===== config.mk =====
export PLATFORM = sky130hd
export DESIGN_NAME = fetch_packet_unpacker
export DESIGN_NICKNAME = d
export VERILOG_FILES = /design/src/rtl/fetch_packet_unpacker.sv
export SDC_FILE = /design/constraint.sdc
export NUM_CORES = 1
export LEC_CHECK = 0
export ABC_AREA = 1
export CAP_MARGIN = 10
export CORE_AREA = 2 2 132 134
export CTS_CLUSTER_DIAMETER = 40
export DETAILED_ROUTE_END_ITERATION = 12
export DIE_AREA = 0 0 134 136
export PLACE_DENSITY = 0.8
export SLEW_MARGIN = 20
export SYNTH_ARGS = -nofsm -noshare
export SYNTH_HDL_FRONTEND = slang
export SYNTH_SLANG_ARGS = --single-unit

===== constraint.sdc =====
create_clock -name clk -period 4.72 [get_ports clk]
set_input_delay 0.472 -clock clk [delete_from_list [all_inputs] [get_ports clk]]
set_output_delay 0.472 -clock clk [all_outputs]
set_load 0.01 [all_outputs]

===== src/rtl/fetch_packet_unpacker.sv =====
// Fetch-packet unpacker: pops one wide packet from the fetch FIFO and hands its
// valid slots to decode one per cycle, lowest slot first.
module fetch_packet_unpacker #(
    parameter int SLOT_NUM   = 4,
    parameter int INST_WIDTH = 32,
    parameter int ADDR_WIDTH = 32,
    parameter int PKT_WIDTH  = ADDR_WIDTH + SLOT_NUM + SLOT_NUM * INST_WIDTH
) (
    input  logic                        clk,
    input  logic                        rst,
    input  logic                        flush,
    input  logic [PKT_WIDTH-1:0]        fifo_data,
    input  logic                        fifo_data_valid,
    output logic                        fifo_pop,
    output logic [INST_WIDTH-1:0]       inst_out,
    output logic [ADDR_WIDTH-1:0]       inst_pc,
    output logic [$clog2(SLOT_NUM)-1:0] inst_slot,
    output logic                        inst_last,
    output logic                        inst_valid,
    input  logic                        inst_ready
);
    localparam int SLOT_W = $clog2(SLOT_NUM);

    logic [ADDR_WIDTH-1:0]                pkt_pc;
    logic [SLOT_NUM-1:0][INST_WIDTH-1:0]  pkt_inst;
    logic [SLOT_NUM-1:0]                  pending;
    logic [SLOT_W-1:0]                    cur;
    logic                                 busy;
    logic                                 fire;
    logic                                 load;

    logic [ADDR_WIDTH-1:0]                in_pc;
    logic [SLOT_NUM-1:0]                  in_mask;
    logic [SLOT_NUM-1:0][INST_WIDTH-1:0]  in_inst;

    assign in_pc   = fifo_data[PKT_WIDTH-1 -: ADDR_WIDTH];
    assign in_mask = fifo_data[SLOT_NUM*INST_WIDTH +: SLOT_NUM];
    assign in_inst = fifo_data[SLOT_NUM*INST_WIDTH-1:0];

    // Lowest pending slot wins; scan high-to-low so the last hit is the lowest.
    always_comb begin
        cur = '0;
        for (int i = SLOT_NUM - 1; i >= 0; i--) begin
            if (pending[i]) cur = SLOT_W'(i);
        end
    end

    assign busy       = |pending;
    assign inst_valid = busy;
    assign inst_slot  = cur;
    assign inst_out   = pkt_inst[cur];
    assign inst_pc    = pkt_pc + ADDR_WIDTH'({cur, 2'b00});
    assign inst_last  = busy && ((pending & (pending - 1'b1)) == '0);

    assign fire     = busy && inst_ready;
    // Refill when empty, or in the same cycle the final slot leaves, so there is no bubble.
    assign load     = !rst && !flush && fifo_data_valid && (!busy || (fire && inst_last));
    assign fifo_pop = load;

    always_ff @(posedge clk) begin
        if (rst || flush) begin
            pending <= '0;
        end else if (load) begin
            pending  <= in_mask;
            pkt_pc   <= in_pc;
            pkt_inst <= in_inst;
        end else if (fire) begin
            pending[cur] <= 1'b0;
        end
    end
endmodule

; Word-level counts from Yosys, hierarchy flattened
; Index checks and enable logic that the tools add are counted.
[op_classes]
reduce_logical = 16
n_shift = 0
n_lt_le_gt_ge = 2
n_addsub = 2
n_eq_ne = 0
mux = 10
n_mul = 0
n_bitwise = 4
div_mod_pow = 0
[op_table]
columns = operator, n
row1 = 32-bit binary-select mux with 2-bit select, 1
row2 = 32-bit by 4-bit adder with 32-bit output, 1
row3 = 32-bit two-way mux, 1
row4 = 4-bit bitwise AND, 2
row5 = 2-bit two-way mux, 4
row6 = 4-bit two-way mux, 2
row7 = 1-bit logical AND, 7
row8 = 4-bit zero test, 1
row9 = 4-bit NOT, 1
row10 = 4-bit OR reduction, 1
row11 = 4-bit by 1-bit subtractor with 4-bit output (second input constant), 1
row12 = 1-bit zero test, 3
row13 = 2-bit by 3-bit < comparator with 1-bit output (second input constant), 1
row14 = 1-bit demux with 2-bit select, 1
row15 = 2-bit by 1-bit greater-or-equal comparator with 1-bit output (second input constant), 1
row16 = 1-bit logical OR, 2
row17 = 2-bit AND reduction, 1
row18 = 2-bit nonzero test, 1
row19 = 1-bit two-way mux, 1
row20 = 1-bit NOT, 1
[totals]
ram_bits = 0
latchBits = 0
wordCells = 40
reg_bits = 164
mem_bits_ro = 0
memories = 0
output_inout_bits = 69

; Logic depth before layout (Yosys ltp)
; Gate-level depths: netlist (run 1).
[depth]
ltp_word = 12
ltp_mapped = 17
ltp_nobuf = 16

; Worst setup path before layout (run 1)
; No wires, ideal clock.
[synth_timing]
path_kind = input to register
start = input port flush
end = register pkt_inst[0] (netlist name) (enable)
setup_slack_ns = -0.122
cell_stages = 5
arrival_ns = 4.316
required_time_ns = 4.194
setup_ns = 0.526
n_path_buf = 0
cell_sequence = nor2_1 -> nand2_1 -> nor2_1 -> nand3_1 -> nand2_1
[synth_between]
elab_chain_cells = 5
[synth_rtl]
columns = element, line_no
row1 = start: declaration, 11  ; input logic flush,
row2 = 1-bit zero test, 57  ; assign load = !rst && !flush && fifo_data_valid && (!busy || (fire && inst_last));
row3 = 1-bit logical AND (3 in series), 57
row4 = 2-bit AND reduction (no source line) (*), --
row5 = end signal: assignment, 66  ; pkt_inst <= in_inst;
row6 = end: declaration, 25  ; logic [SLOT_NUM-1:0][INST_WIDTH-1:0] pkt_inst;
; Every way passes the cells marked *; elsewhere a longest branch is shown, timed or not.
; A chain may end at the register's enable or synchronous reset.

; Worst setup path in the final report (run 1)
[layout_timing]
start = register pending[0]
end = output port inst_pc[26]
[layout_between]
elab_chain_cells = 2
[layout_rtl]
columns = element, line_no
row1 = start: declaration, 26  ; logic [SLOT_NUM-1:0] pending;
row2 = start signal: assignment, 64  ; pending <= in_mask;
row3 = 2-bit two-way mux, 44  ; if (pending[i]) cur = SLOT_W'(i);
row4 = 32-bit by 4-bit adder with 32-bit output, 52  ; assign inst_pc = pkt_pc + ADDR_WIDTH'({cur, 2'b00});
row5 = end: declaration, 16  ; output logic [ADDR_WIDTH-1:0] inst_pc,
; No other way between the ends.

==> results, run 1 <==
- Derived from the worst setup path, the maximum achievable clock frequency is between 200 and 250 MHz.
- Sequential cells burn a little under half of the power.
- Setup violations remaining at the end of the flow were counted as 0.
- The number of nets produced by synthesis is 709.
- Summing all flip-flop and latch instances after layout gives just under 0.005 mm2.
- By area, the combinational part of the netlist is dominated by simple AND/OR/NAND/NOR gates.
- The total routed wirelength is about 18 mm.
- The endpoint of the worst hold path is pending[2].
- The clock period minus worst slack is slightly above 4000 ps.
- Dividing the final minimum period by the clock period gives ~86%.
- Counting flops and latches in the post-synthesis netlist gives 164.
- For met2 alone, demand over resource in global routing was approximately a third.
- Final hold analysis gives a worst-case slack of roughly 490 ps.
- In this run the critical register-to-register path is captured at pkt_inst[30].
- The number of hold violations in the final report is 0.
- Synthesis handed over a netlist of 537 instances.
- The clock network is responsible for a little over two fifths of the overall power.
- The total design power is 3.51 mW.
- After detailed routing, the number of remaining DRC violations is 0.
- The I/O pin count is 238.
- The number of global-route vias before repair is roughly 5300.
- The post-synthesis share of cell area spent on and, or, nand and nor gates is 14.9%.
- The signed area change from the synthesized netlist to the final layout is 48.4%.
- For met1 alone, demand over resource in global routing was 22.0%.
- The synthesized netlist devotes 3.33% of its cell area to XOR and XNOR gates.
- The vertical extent of the die is 136 um.
- The die is 134 um wide.
- Detailed routing inserted a total of 5033 vias.
- The initial utilization of the core area, before any placement, comes to 40.4%.
- The worst setup path is of the register to output pin kind.
- Averaged over all synthesized cells, the footprint is between 10 and 15 um2.
- In this run the tool buffered the top-level ports with ~240 buffer cells.
- In this run the power density over the cells is 347 mW/mm2.
- The die covers 0.0182 mm2.
- The share of synthesized cell area in full adder, half adder and majority cells is 0.661%.
- The critical path endpoint category is an output pin.
- The number of antenna-violating nets in the routed design is 0.
- STA classifies the critical path startpoint as a register.
- The hold buffer count at cts is 0.
- In the global route stage, overall resource usage came out at about 20%.
- The fill cell instance count of the final layout is between 1000 and 1500.
- The detailed placement HPWL is around 13 mm.
- The final weighted congestion of routability-driven global placement is 0.927.
- The number of search-and-repair iterations in the first detailed-routing pass is 5.
- The DRC violation total after the first TritonRoute iteration is 271.
- The first-pass GRT wire length is between 20 and 30 mm.
- The portion of the post-synthesis area used by sequential elements is between 70% and 80%.
- The area of the mapped netlist is 0.00681 mm2.
- The multi-input combinational cells in the finished layout cover a total of 0.00177 mm2.
- The post-route netlist has 7.56% of its cells at a drive strength greater than 1.
- The portion of netlist area occupied by mux cells is 0%.
- Headroom to the max-slew limit came out at 34.1%.
- Summed over all layers, the global routing overflow is 0.
- The number of antenna diodes in the final layout is 0.
- VDD sags by at most 0.000242 V.
- The internal power of the cells totals 2.73 mW.
- The total negative slack is 0 ps.
- The setup check on the worst reg-to-reg path leaves a slack of ~2200 ps.
- The startpoint identified for the worst register-to-register timing path is pending[0].
- The maximum number of buffers from clock root to sink is 2.
- Counting instances, the worst hold path has a depth of 2.
- Cells fill 59.9% of the core in the end.
- The largest net degree at the start of global routing is between 90 and 100.
- The global routing usage on met3 is slightly below 8%.
- Yosys printed 0 warnings.
- In the routed layout, each cell is associated on average with a via count of about 5.
- The total number of placement rows is 48.
- The total of cells resized after clock tree synthesis is 0.
- The placed instance area is 0.00947 mm2.
- After detailed routing, the average wire length per cell comes to 17.5 um.
- The H-tree generated during clock tree synthesis spans 4 levels.
- The total clock sinks is 164.
- The flow ran to the end, and the final reports show no timing, DRC or antenna violations.
- In this run the static leakage power is 3.55 nW.
- The proportion of total power due to net switching is 22.2%.
- STA puts the critical path data arrival time at 3580 ps.
- Max-cap violations in this run came to 0.
- At the end of the flow, the number of nets in the layout was 953.
- The net switching power is 780 uW.
- The final worst clock skew is 9.48 ps.
- In this run the clock root is driven by a sky130_fd_sc_hd__clkbuf_16.
- The transition time at the pin with the least slew margin is ~990 ps.
- TritonCTS built the clock tree.
- The max-slew violation total from the final report came to 0.
- The number of distinct library cells after synthesis is 32.
- Setup repair after global routing left no endpoint under its margin.
- The core region is 0.0169 mm2.
- The latest clock arrival within the worst-skew pair is ~420 ps.
- TritonCTS created 17 clock buffers.
- The number of cells on the worst reg-to-reg path is 6.
- The path type of the worst min-delay path is register to register.
- Clock-pin slew was measured on the worst setup and hold paths at 70 ps.
- The synthesized netlist devotes roughly 6.5% of its cell area to compound gates.
- Once layout is done, the placed cells without fillers occupy about 0.010 mm2.
- The combinational share of power is under 10%.
- After global routing, the most crowded layer is met2.
- Along the worst path, the maximum fanout reaches 33.
- The origin of the worst min-delay path is pending[2].
- The required time at the endpoint of the critical path is 4250 ps.
- The number of buffers added for setup after CTS is 0.
- The number of antenna violations at the first check in global routing was 0.
sequential cells by signal, indices dropped and copies added, names as in the netlist:
signal / flops
pkt_inst: 128
pkt_pc: 32
pending: 4
layer usage:
layer / wire, um / part of all wire [%]
met5: 0 / 0
met1: 6690 / 37
met2: 8710 / 49
met3: 1800 / 10
met4: 656 / 3.7
how the worst max path moves through the flow:
stage	from	endpoint	slack, ps	cells past startpoint
after floorplan	flush	pkt_inst[0]	1360	5
final	pending[0]	inst_pc[26]	670	15
after global placement	pending[0]	inst_pc[26]	1160	15
after CTS	pending[0]	inst_pc[24]	620	14
after global routing	pending[0]	inst_pc[26]	400	15
after detailed placement	pending[0]	inst_pc[24]	1090	14
stage by stage:
stage	setup WS (ps)	cells
after global routing	404	1019
after floorplan	1360	537
after detailed placement	1090	987
after global placement	1160	987
after CTS	617	1019
final	672	1019
power by group through the flow:
| stage | Clock [mW] | Sequential, mW | Combinational, mW |
|---|---|---|---|
| after detailed placement | 0 | 1.71 | 0.346 |
| after global placement | 0 | 1.71 | 0.341 |
| after CTS | 1.51 | 1.68 | 0.349 |
| after floorplan | 0 | 1.71 | 0.103 |
| after global routing | 1.57 | 1.68 | 0.372 |
| final | 1.48 | 1.68 | 0.345 |
layout make-up:
class,instances,area share [%]
well taps,225,2.78
inverters,33,1.23
multi-input cells,323,17.5
clock inverters,15,2.17
clock buffers,17,4.21
flip-flops and latches,164,48.3
repair buffers,242,23.8
cell usage in the layout (no fill, tap or decap), types with 3 or more instances in the layout:
cell type,instances
sky130_fd_sc_hd__a21oi_1,6
sky130_fd_sc_hd__buf_4,5
sky130_fd_sc_hd__bufinv_16,3
sky130_fd_sc_hd__clkbuf_16,17
sky130_fd_sc_hd__clkdlybuf4s50_1,237
sky130_fd_sc_hd__clkinv_4,3
sky130_fd_sc_hd__dfxtp_1,4
sky130_fd_sc_hd__edfxtp_1,160
sky130_fd_sc_hd__inv_1,28
sky130_fd_sc_hd__inv_2,5
sky130_fd_sc_hd__inv_8,4
sky130_fd_sc_hd__nand2_1,124
sky130_fd_sc_hd__nand2_4,3
sky130_fd_sc_hd__nand3_1,9
sky130_fd_sc_hd__nand3b_1,3
sky130_fd_sc_hd__nand4_1,9
sky130_fd_sc_hd__nor2_1,51
sky130_fd_sc_hd__nor2_4,4
sky130_fd_sc_hd__nor3_1,7
sky130_fd_sc_hd__nor4_1,4
sky130_fd_sc_hd__o211ai_1,32
sky130_fd_sc_hd__o21ai_0,32
sky130_fd_sc_hd__xnor2_1,8
sky130_fd_sc_hd__xor2_1,16
cell families after synthesis:
logic type / Yosys count
flops: 164
fa+ha+maj: 3
buf+inv: 50
xor+xnor: 25
simple gates: 223
compound gates: 72
worst max-delay path, cell delays in order, from the launching register on:
cell,delay (ps)
sky130_fd_sc_hd__dfxtp_1,360
sky130_fd_sc_hd__nor2_2,180
sky130_fd_sc_hd__inv_2,100
sky130_fd_sc_hd__nor2_1,200
sky130_fd_sc_hd__inv_2,300
sky130_fd_sc_hd__fa_1,570
sky130_fd_sc_hd__nor2_4,150
sky130_fd_sc_hd__nand2_4,80
sky130_fd_sc_hd__nor2_4,120
sky130_fd_sc_hd__nand2_4,90
sky130_fd_sc_hd__nor2_8,130
sky130_fd_sc_hd__nand2_4,90
sky130_fd_sc_hd__nor2_8,110
sky130_fd_sc_hd__nand3b_1,90
sky130_fd_sc_hd__nand2_1,70
sky130_fd_sc_hd__clkdlybuf4s50_1,520
cell usage after synthesis, drive strengths merged:
master  number  area, um2
a21oi        7       38.8
buf          3       20.0
inv         33        124
o22ai        1       6.26
o21ai       32        160
nor2        58        270
ha           2       25.0
xor2        17        156
o211ai      32        240
clkbuf      14       52.6
nand3b       3       22.5
fa           1       20.0
xnor2        8       70.1
nor4         5       37.5
nand3        9       45.0
nand2      129        509
nor3        10       71.3
edfxtp     160       4800
nand4        9       56.3
dfxtp        4       80.1
No activity file was read; power rests on OpenSTA's default activity.
==> inputs of run 2 (changes only) <==
- CORE_AREA: 2 2 132 134 -> 2 2 113 115
- DIE_AREA: 0 0 134 136 -> 0 0 115 117
- DONT_BUFFER_PORTS: default -> 1
- PLACE_DENSITY: 0.8 -> 0.78
- SLEW_MARGIN: 20 -> 0
==> run 2 against run 1 <==
Compared with the run above:
- total power shrank 13%
- critical path depth unchanged
- register-to-register slack improved by 40 ps
- via count is 16% lower
- count of clock-buffer cells in the layout rose by 2
- first-iteration DRC count is 23% higher
- setup slack better by 280 ps
- final area down 26%
- critical path type unchanged
==> results, run 2 (synthesized netlist as in run 1, its figures left out) <==
- The design internal power is 2.37 mW (-13%).
- The max-cap check violation count is 0 (unchanged).
- The worst setup timing slack at the placement stage is 1360 ps (+275 ps).
- The count of non-filler cells in the finished layout is 707 (-31%).
- The I/O pin count came to 238 (unchanged).
- The width of the chip is 115 um (-14%).
- The detailed placement HPWL is 10.1 mm (-20%).
- The total power per unit cell area was 405 mW/mm2 (+17%).
- The biggest fanout along the worst timing path is 35 (+6.1%).
- The buffers plus inverters on the worst setup path is 3 (unchanged).
- The total CTS buffers is 17 (unchanged).
- The sequential cell fraction of total power came to 55.3% (+7.5 points).
- The register cell area after layout is 0.00488 mm2 (unchanged).
- Counting stages on the worst path, the most repeated cell is sky130_fd_sc_hd__nand2_4.
- The hold buffer count at cts is 0 (unchanged).
- The proportion of layout cells with a drive suffix above 1 came to 10.1% (+2.5 points).
- The number of instances in the placed design is 674 (-32%).
- The library cell used most frequently in the layout, excluding fill and tap cells, is sky130_fd_sc_hd__edfxtp_1.
- The multi-input gate area in the final layout is 0.00176 mm2 (-0.57%).
- The net count of the finished layout is 715 (-25%).
- The vertical extent of the die is 117 um (-14%).
- The worst slew margin relative to its limit came to 20.8% (-13 points).
- The min-delay analysis places its worst path in the category input port to register.
- The number of global-route vias before repair is 4092 (-23%).
- The largest net degree at the start of global routing is 161 (+73%).
- The number of endpoints failing setup at the final stage is 0 (unchanged).
- The library cells used most frequently in the layout, excluding fill and tap cells, are 160 x sky130_fd_sc_hd__edfxtp_1, 124 x sky130_fd_sc_hd__nand2_1, 51 x sky130_fd_sc_hd__nor2_1.
- The number of hold violations in the final report is 0 (unchanged).
- Setup repair after global routing left no endpoint under its margin.
- The nature of the critical path startpoint is a register.
- The largest registers in the layout are pkt_inst x128, pkt_pc x32, pending x4.
- The TritonCTS clock tree is done.
- The maximum frequency from static timing analysis was 265 MHz (+7.3%).
- The latest clock arrival within the worst-skew pair is 420 ps (about the same).
- The initial core utilization is 55.3% (+15 points).
- The via density per instance came to 5.98 (+21%).
- The max-slew violation total from the final report is 0 (unchanged).
- The stage delay of the slowest cell on the critical path is 450 ps (-120 ps).
- The flow ran to the end, and the final reports show no timing, DRC or antenna violations.
- The total negative slack is 0 ps (unchanged).
- The summed area of non-filler cells in the final layout is 0.00752 mm2 (-26%).
- The routing usage on met2 is 37.3% (+3.7 points).
- The final critical-path share of the clock period was 79.9% (-5.9 points).
- The number of search-and-repair iterations in the first detailed-routing pass is 5 (unchanged).
- The critical path's slowest cell is sky130_fd_sc_hd__fa_1.
- The critical path goes through inv_1 > nand2_1 > a21oi_4 > buf_4 > ha_1 > inv_1 > fa_1 > nor2_4 > nand2_4 > nor2_4 > nand2_4 > nor2_8 > nand2_4 > nor2_8 > xor2_2.
- Among cell families on the critical path, the largest total delay comes from simple AND/OR/NAND/NOR gates.
- The per-cell routed wire length is 20.8 um (+19%).
- The total number of placement rows is 41 (-15%).
- Relative to the synthesized area, the layout overhead comes to 10.4%.
- The area of the placeable core is 0.0123 mm2 (-27%).
- The total global-route track usage is 21.5% (+1.6 points).
- Counting flops per register, the top entry is pkt_inst.
- The total of cells resized after clock tree synthesis came to 0 (unchanged).
- The combinational share of power was 4.4% (-5.4 points).
- The post-detailed-route DRC marker count came to 0 (unchanged).
- The share of total power in the clock network is 40.4% (-1.9 points).
- The clock period minus worst slack is 3770 ps (-276 ps).
- The fill cell instance count of the final layout was 877 (-33%).
- The flip-flop count of the largest register, all copies and words added is 128 (unchanged).
- The reported leakage power is 2.56 nW (-28%).
- The final global-route overflow total is 0 (unchanged).
- The transition time at the pin with the least slew margin is 1190 ps (+202 ps).
- The number of I/O port buffers came to 0 (-100%).
- STA classifies the critical path endpoint as an output pin.
- The final-layout worst hold slack is 138 ps (-356 ps).
- The final critical-path setup slack is 949 ps (+276 ps).
- The first-pass GRT wire length is 21.0 mm (-22%).
- The CTS H-tree depth is 4 (unchanged).
- The area of the die is 0.0135 mm2 (-26%).
- The number of vias in the routed layout is 4227 (-16%).
- The peak supply drop is 0.000391 V (+62%).
- The required time at the endpoint of the critical path is 4250 ps (about the same).
- The endpoint arrival time on the critical path is 3300 ps (-280 ps).
- The total clock sinks is 164 (unchanged).
- The DRC violation total after the first TritonRoute iteration is 332 (+23%).
- The met1 usage is 22.6% (+0.61 points).
- The clock transition time at the flip-flop clock pins of the worst setup and hold paths is 60 ps (about the same).
- The final worst clock skew came to 19.7 ps (+10.2 ps).
- The net switching power was 671 uW (-14%).
- The slack of the worst reg-to-reg path is 2240 ps (+40 ps).
- The maximum number of buffers from clock root to sink came to 2 (unchanged).
- The busiest metal layer after global routing is met2.
- The global routing usage on met3 is 10.7% (+2.9 points).
- The worst setup path is of the register to output pin kind.
- The total routed wirelength is 14.7 mm (-18%).
- The proportion of total power due to net switching was 22.1% (-0.17 points).
- The final weighted congestion of routability-driven global placement is 0.947 (+2.1%).
- The placed instance area is 0.00698 mm2 (-26%).
- The number of buffers added for setup after CTS is 0 (unchanged).
- The number of antenna violations at the first check in global routing is 0 (unchanged).
- The number of antenna-violating nets in the routed design is 0 (unchanged).
- The master cell of the clock root buffer is sky130_fd_sc_hd__clkbuf_16.
==> run 2: power groups by stage <==
stage	Sequential, mW	Combinational (mW)	Clock [mW]
floorplan	1.71	0.103	0
global placement	1.71	0.132	0
detailed placement	1.71	0.135	0
CTS	1.68	0.136	1.25
global route	1.69	0.147	1.31
finish	1.68	0.133	1.23
==> run 2: layout make-up <==
cell class / count / area share (%)
Sequential cell: 164 / 65.0
Timing Repair Buffer: 4 / 0.399
Tap cell: 150 / 2.50
Clock inverter: 13 / 1.35
Multi-Input combinational cell: 323 / 23.3
Clock buffer: 19 / 5.76
Inverter: 33 / 1.65
Antenna cell: 1 / 0.0333
==> run 2: path summary, 6_finish.rpt <==
check | startpoint | to | depth (start not counted)
setup / recovery | pending[2] | inst_pc[24] | 15
hold / removal | fifo_data[97] | pkt_inst[97] | 0
setup reg to reg | pending[3] | pkt_inst[67] | 5
hold reg to reg | pending[3] | pending[3] | 2
==> run 2: through the flow <==
stage               utilization (%)  power [mW]
detailed placement             56.7        1.85
global route                   61.0        3.14
CTS                            61.0        3.07
finish                         61.1        3.04
global placement               56.7        1.84
floorplan                         -        1.81
==> run 2: metal layers <==
layer / wire, um / vias to the layer above / part of all wire (%)
met5: 0 / - / 0
met4: 255 / 0 / 1.7
met3: 1740 / 22 / 12
met2: 7580 / 257 / 52
met1: 5140 / 2028 / 35
li1: - / 1920 / -
==> inputs of run 3 (changes only) <==
- clock period: 4.72 -> 3.2 ns (I/O delays scaled with it)
==> run 3 against run 2 <==
Compared with the run above:
- synthesized area stayed put
- synthesized cell count did not move
- the flow now stops in clock tree synthesis
==> results, run 3 <==
- The number of instances in the placed design is 680 (+0.89%).
- The I/O pin count is 238 (unchanged).
- The CTS H-tree depth is 4 (unchanged).
- The vertical extent of the die is 117 um (unchanged).
- The initial core utilization was 55.3% (unchanged).
- The count of flip-flops with a built-in enable after synthesis was 160 (unchanged).
- The area of the mapped netlist is 0.00681 mm2 (unchanged).
- The number of I/O port buffers is 0 (unchanged).
- The total number of placement rows is 41 (unchanged).
- The number of synthesized register bits is 164 (unchanged).
- The portion of the post-synthesis area used by sequential elements is 71.7% (unchanged).
- The share of the synthesized area in the top cell type was 70.5% (unchanged).
- The most frequently used flop master after synthesis is sky130_fd_sc_hd__edfxtp_1.
- The number of buffers added for setup after CTS is 0 (unchanged).
- The number of cells produced by synthesis is 537 (unchanged).
- The number of distinct library cells after synthesis is 32 (unchanged).
- The total of cells resized after clock tree synthesis is 1 (+1).
- Yosys attributes the largest share of cell area to sky130_fd_sc_hd__edfxtp_1 71%, sky130_fd_sc_hd__nand2_1 6.9%, sky130_fd_sc_hd__o211ai_1 3.5%.
- The width of the chip was 115 um (unchanged).
- sky130_fd_sc_hd__edfxtp_1 is the most common cell in the netlist.
- The fraction of registers with async set or reset after synthesis is 0% (unchanged).
- The average instance area after synthesis is 12.7 um2 (unchanged).
- The total clock sinks was 164 (unchanged).
- By count the netlist is led by 160 x sky130_fd_sc_hd__edfxtp_1, 125 x sky130_fd_sc_hd__nand2_1, 52 x sky130_fd_sc_hd__nor2_1.
- CTS placed an instance of sky130_fd_sc_hd__clkbuf_16 at the clock tree root.
- The maximum number of buffers from clock root to sink is 2 (unchanged).
- The total CTS buffers is 17 (unchanged).
- The hold buffer count at cts is 143 (+143).
- The number of nets produced by synthesis is 709 (unchanged).
- The tool reported: "[ERROR RSZ-0060] Max buffer count reached".
- The total of warnings raised by yosys is 0 (unchanged).
- The run stopped with a tool error.
- The failing step is clock tree synthesis.
- The detailed placement HPWL came to 10.2 mm (+1.3%).
- The final weighted congestion of routability-driven global placement came to 0.990 (+4.6%).
- The worst setup timing slack at the placement stage came to 465 ps (-896 ps).
- The synthesized design spends more area on one cell type than any other, namely sky130_fd_sc_hd__edfxtp_1.
==> run 3: cell counts after synthesis <==
Identical to the previous run, type by type.
==> run 3: kinds of logic after synthesis <==
logic type                 synth area share (%)
and+or+nand+nor                            14.9
adders and majority gates                 0.661
buffers and inverters                      2.88
xor gates and xnor gates                   3.33
DFF                                        71.7
AOI/OAI and AO/OA                          6.54
==> run 3: per-stage QoR <==
step	cell area, um2	utilization (%)
after floorplan	6820	-
after global placement	7050	57.3
after detailed placement	7050	57.3
==> inputs of run 4 (changes only) <==
- CORE_AREA: 2 2 113 115 -> 2 2 134 136
- CTS_CLUSTER_DIAMETER: 40 -> default
- DIE_AREA: 0 0 115 117 -> 0 0 136 138
- PLACE_DENSITY: 0.78 -> default
- PLACE_DENSITY_LB_ADDON: default -> 0.15
- clock period: 3.2 -> 4.16 ns (I/O delays scaled with it)
==> run 4 against run 3 <==
Compared with the run above:
- the run now ends clean
==> results, run 4 (synthesized netlist as in run 1, its figures left out) <==
- The total CTS buffers came to 17 (unchanged).
- The number of antenna violations at the first check in global routing was 4.
- The required time at the endpoint of the critical path is roughly 3700 ps.
- The number of I/O port buffers was 0 (unchanged).
- The startpoint identified for the worst hold timing path is fifo_data[69].
- The maximum frequency from static timing analysis is 295 MHz.
- In the layout the commonest cells are 160 x sky130_fd_sc_hd__edfxtp_1, 124 x sky130_fd_sc_hd__nand2_1, 51 x sky130_fd_sc_hd__nor2_1.
- Power spread over the standard cell area amounts to 470 mW/mm2.
- The worst-case IR drop observed on VDD is roughly 0.0004 V.
- The number of endpoints failing setup at the final stage is 0.
- The latest clock arrival within the worst-skew pair is 430 ps.
- The routed layout has between 4000 and 5000 vias.
- The via density per instance is 5.16.
- The worst setup path startpoint is pending[0].
- The die covers 0.0188 mm2.
- The endpoint arrival time on the critical path is just under 3000 ps.
- The initial core utilization was 38.8% (-16 points).
- The final weighted congestion of routability-driven global placement is 0.836 (-16%).
- The first global-routing pass estimated ~23 mm of wire.
- The clock transition time at the flip-flop clock pins of the worst setup and hold paths is ~80 ps.
- After global routing the overflow that remains totals 0.
- The worst pin sits at a relative slew slack of 32.6%.
- The detailed placement HPWL is 10.6 mm (+3.7%).
- The vertical extent of the die is 138 um (+18%).
- The flip-flop count of the largest register, all copies and words added is 128.
- The total routed wirelength is about 16 mm.
- The CTS H-tree depth is 4 (unchanged).
- The max-cap check violation count is 0.
- The total clock sinks is 164 (unchanged).
- The number of buffers added for setup after CTS is 0 (unchanged).
- Setup repair after global routing left no endpoint under its margin.
- The number of hold violations in the final report is 0.
- The biggest fanout along the worst timing path is 5.
- The total number of placement rows is 49 (+20%).
- The critical path endpoint category is an output pin.
- The post-detailed-route DRC marker count is 0.
- The master cell of the clock root buffer is sky130_fd_sc_hd__clkbuf_16.
- The nature of the critical path startpoint is a register.
- For this design the static power due to leakage is around 2.6 nW.
- The width of the chip came to 136 um (+18%).
- The run finished with clean final reports.
- The summed area of non-filler cells in the final layout is 0.00771 mm2.
- The total of cells resized after clock tree synthesis came to 0 (-1).
- Summed over all nets, wire length on met3 after detailed routing comes to between 1.5 and 2 mm.
- The max-slew violation total from the final report is 0.
- The critical path class is register to output pin.
- The hold buffer count at cts came to 0 (-100%).
- The largest registers in the layout are pkt_inst x128, pkt_pc x32, pending x4.
- Once detail routing completed, the nets flagged for antenna violations numbered 0.
- The startpoint of the lowest-slack register-to-register path is pending[0].
- The first detailed-routing pass ran for 4 iterations.
- The floorplan step defined a core boundary enclosing 0.0175 mm2.
- The final critical-path share of the clock period is approximately four fifths.
- Between clock sinks in the finished design, the worst skew comes to 8.83 ps.
- The number of global-route vias before repair was 4167.
- The I/O pin count is 238 (unchanged).
- The commonest non-fill, non-tap cell in the layout is sky130_fd_sc_hd__edfxtp_1.
- In the final design database the tool counted around 720 nets.
- The maximum number of buffers from clock root to sink is 2 (unchanged).
- Dividing the detail-routed wire length by the instance count gives 20.1 um.
- The detailed router put a total of a little under 6 mm of wire on met1.
- The placed instance area came to 0.00710 mm2 (+0.66%).
- The DRC violation total after the first TritonRoute iteration is 210.
- The register with the most flip-flops in the final layout is pkt_inst.
- The TritonCTS clock tree is done.
- The post-route netlist has between 10 and 15% of its cells at a drive strength greater than 1.
- Entering global routing, the biggest net connects between 80 and 90 pins.
- Signal routing reaches up to met5.
- The total global-route track usage is 17.0%.
- The path type of the worst min-delay path is input port to register.
- The total negative slack is 0 ps.
- The worst path in the final design needs a cycle of 3400 ps, including I/O delays and setup.
- Detailed routing placed a total of a little under 8 mm of wire on met2.
- The transition time at the pin with the least slew margin is 1010 ps.
- The signed area change from the synthesized netlist to the final layout is 13.2%.
run 4: area by class of cell:
cell class / instances / area [um2]
timing repair buffer: 5 / 37.5
antenna: 1 / 2.50
multi-input combinational: 323 / 1770
inverter: 33 / 124
clock inverter: 15 / 183
sequential: 164 / 4880
clock buffer: 17 / 425
fill: 1615 / 9830
tap: 229 / 287
run 4: final timing paths:
kind	to	slack, ps	cells after the start
worst max-delay path	inst_pc[26]	760	15
worst min-delay path	pkt_inst[69]	80	0
worst max register to register	pkt_inst[31]	1650	6
worst min register to register	pending[3]	510	2
run 4: metal layers:
metal	track usage, %	vias to the layer above
li1	-	1918
met1	18.1	1957
met2	29.2	163
met3	8.03	20
met4	6.25	4
met5	0	-
run 4: metrics by stage:
| step | hold slack, ps | instances | power [mW] | setup slack [ps] | util (%) |
|---|---|---|---|---|---|
| 3_5_place_dp | 499 | 754 | 2.10 | 1170 | 40.5 |
| 4_1_cts | 57.3 | 786 | 3.67 | 678 | 43.9 |
| 3_3_place_gp | 481 | 754 | 2.10 | 1240 | 40.5 |
| 6_report | 79.8 | 787 | 3.62 | 765 | 44.0 |
| 2_1_floorplan | 463 | 537 | 2.06 | 859 | - |
| 5_1_grt | 54.1 | 786 | 3.75 | 547 | 43.9 |
run 4: power by group:
group | leakage [nW] | internal [mW] | switching [mW]
Clock | 0.293 | 0.817 | 0.750
Sequential | 1.50 | 1.88 | 0.0217
Combinational | 0.812 | 0.0366 | 0.119
Total | 2.61 | 2.73 | 0.890
run 4: worst max-delay path, stage by stage, from the launching register on:
cell	delay, ps
sky130_fd_sc_hd__dfxtp_1	360
sky130_fd_sc_hd__nor2_2	180
sky130_fd_sc_hd__inv_2	100
sky130_fd_sc_hd__nor2_1	350
sky130_fd_sc_hd__inv_2	100
sky130_fd_sc_hd__fa_1	480
sky130_fd_sc_hd__nor2_4	150
sky130_fd_sc_hd__nand2_4	80
sky130_fd_sc_hd__nor2_4	130
sky130_fd_sc_hd__nand2_4	100
sky130_fd_sc_hd__nor2_8	130
sky130_fd_sc_hd__nand2_4	90
sky130_fd_sc_hd__nor2_8	110
sky130_fd_sc_hd__nand2_1	60
sky130_fd_sc_hd__nand2_1	50
sky130_fd_sc_hd__nand2_1	90
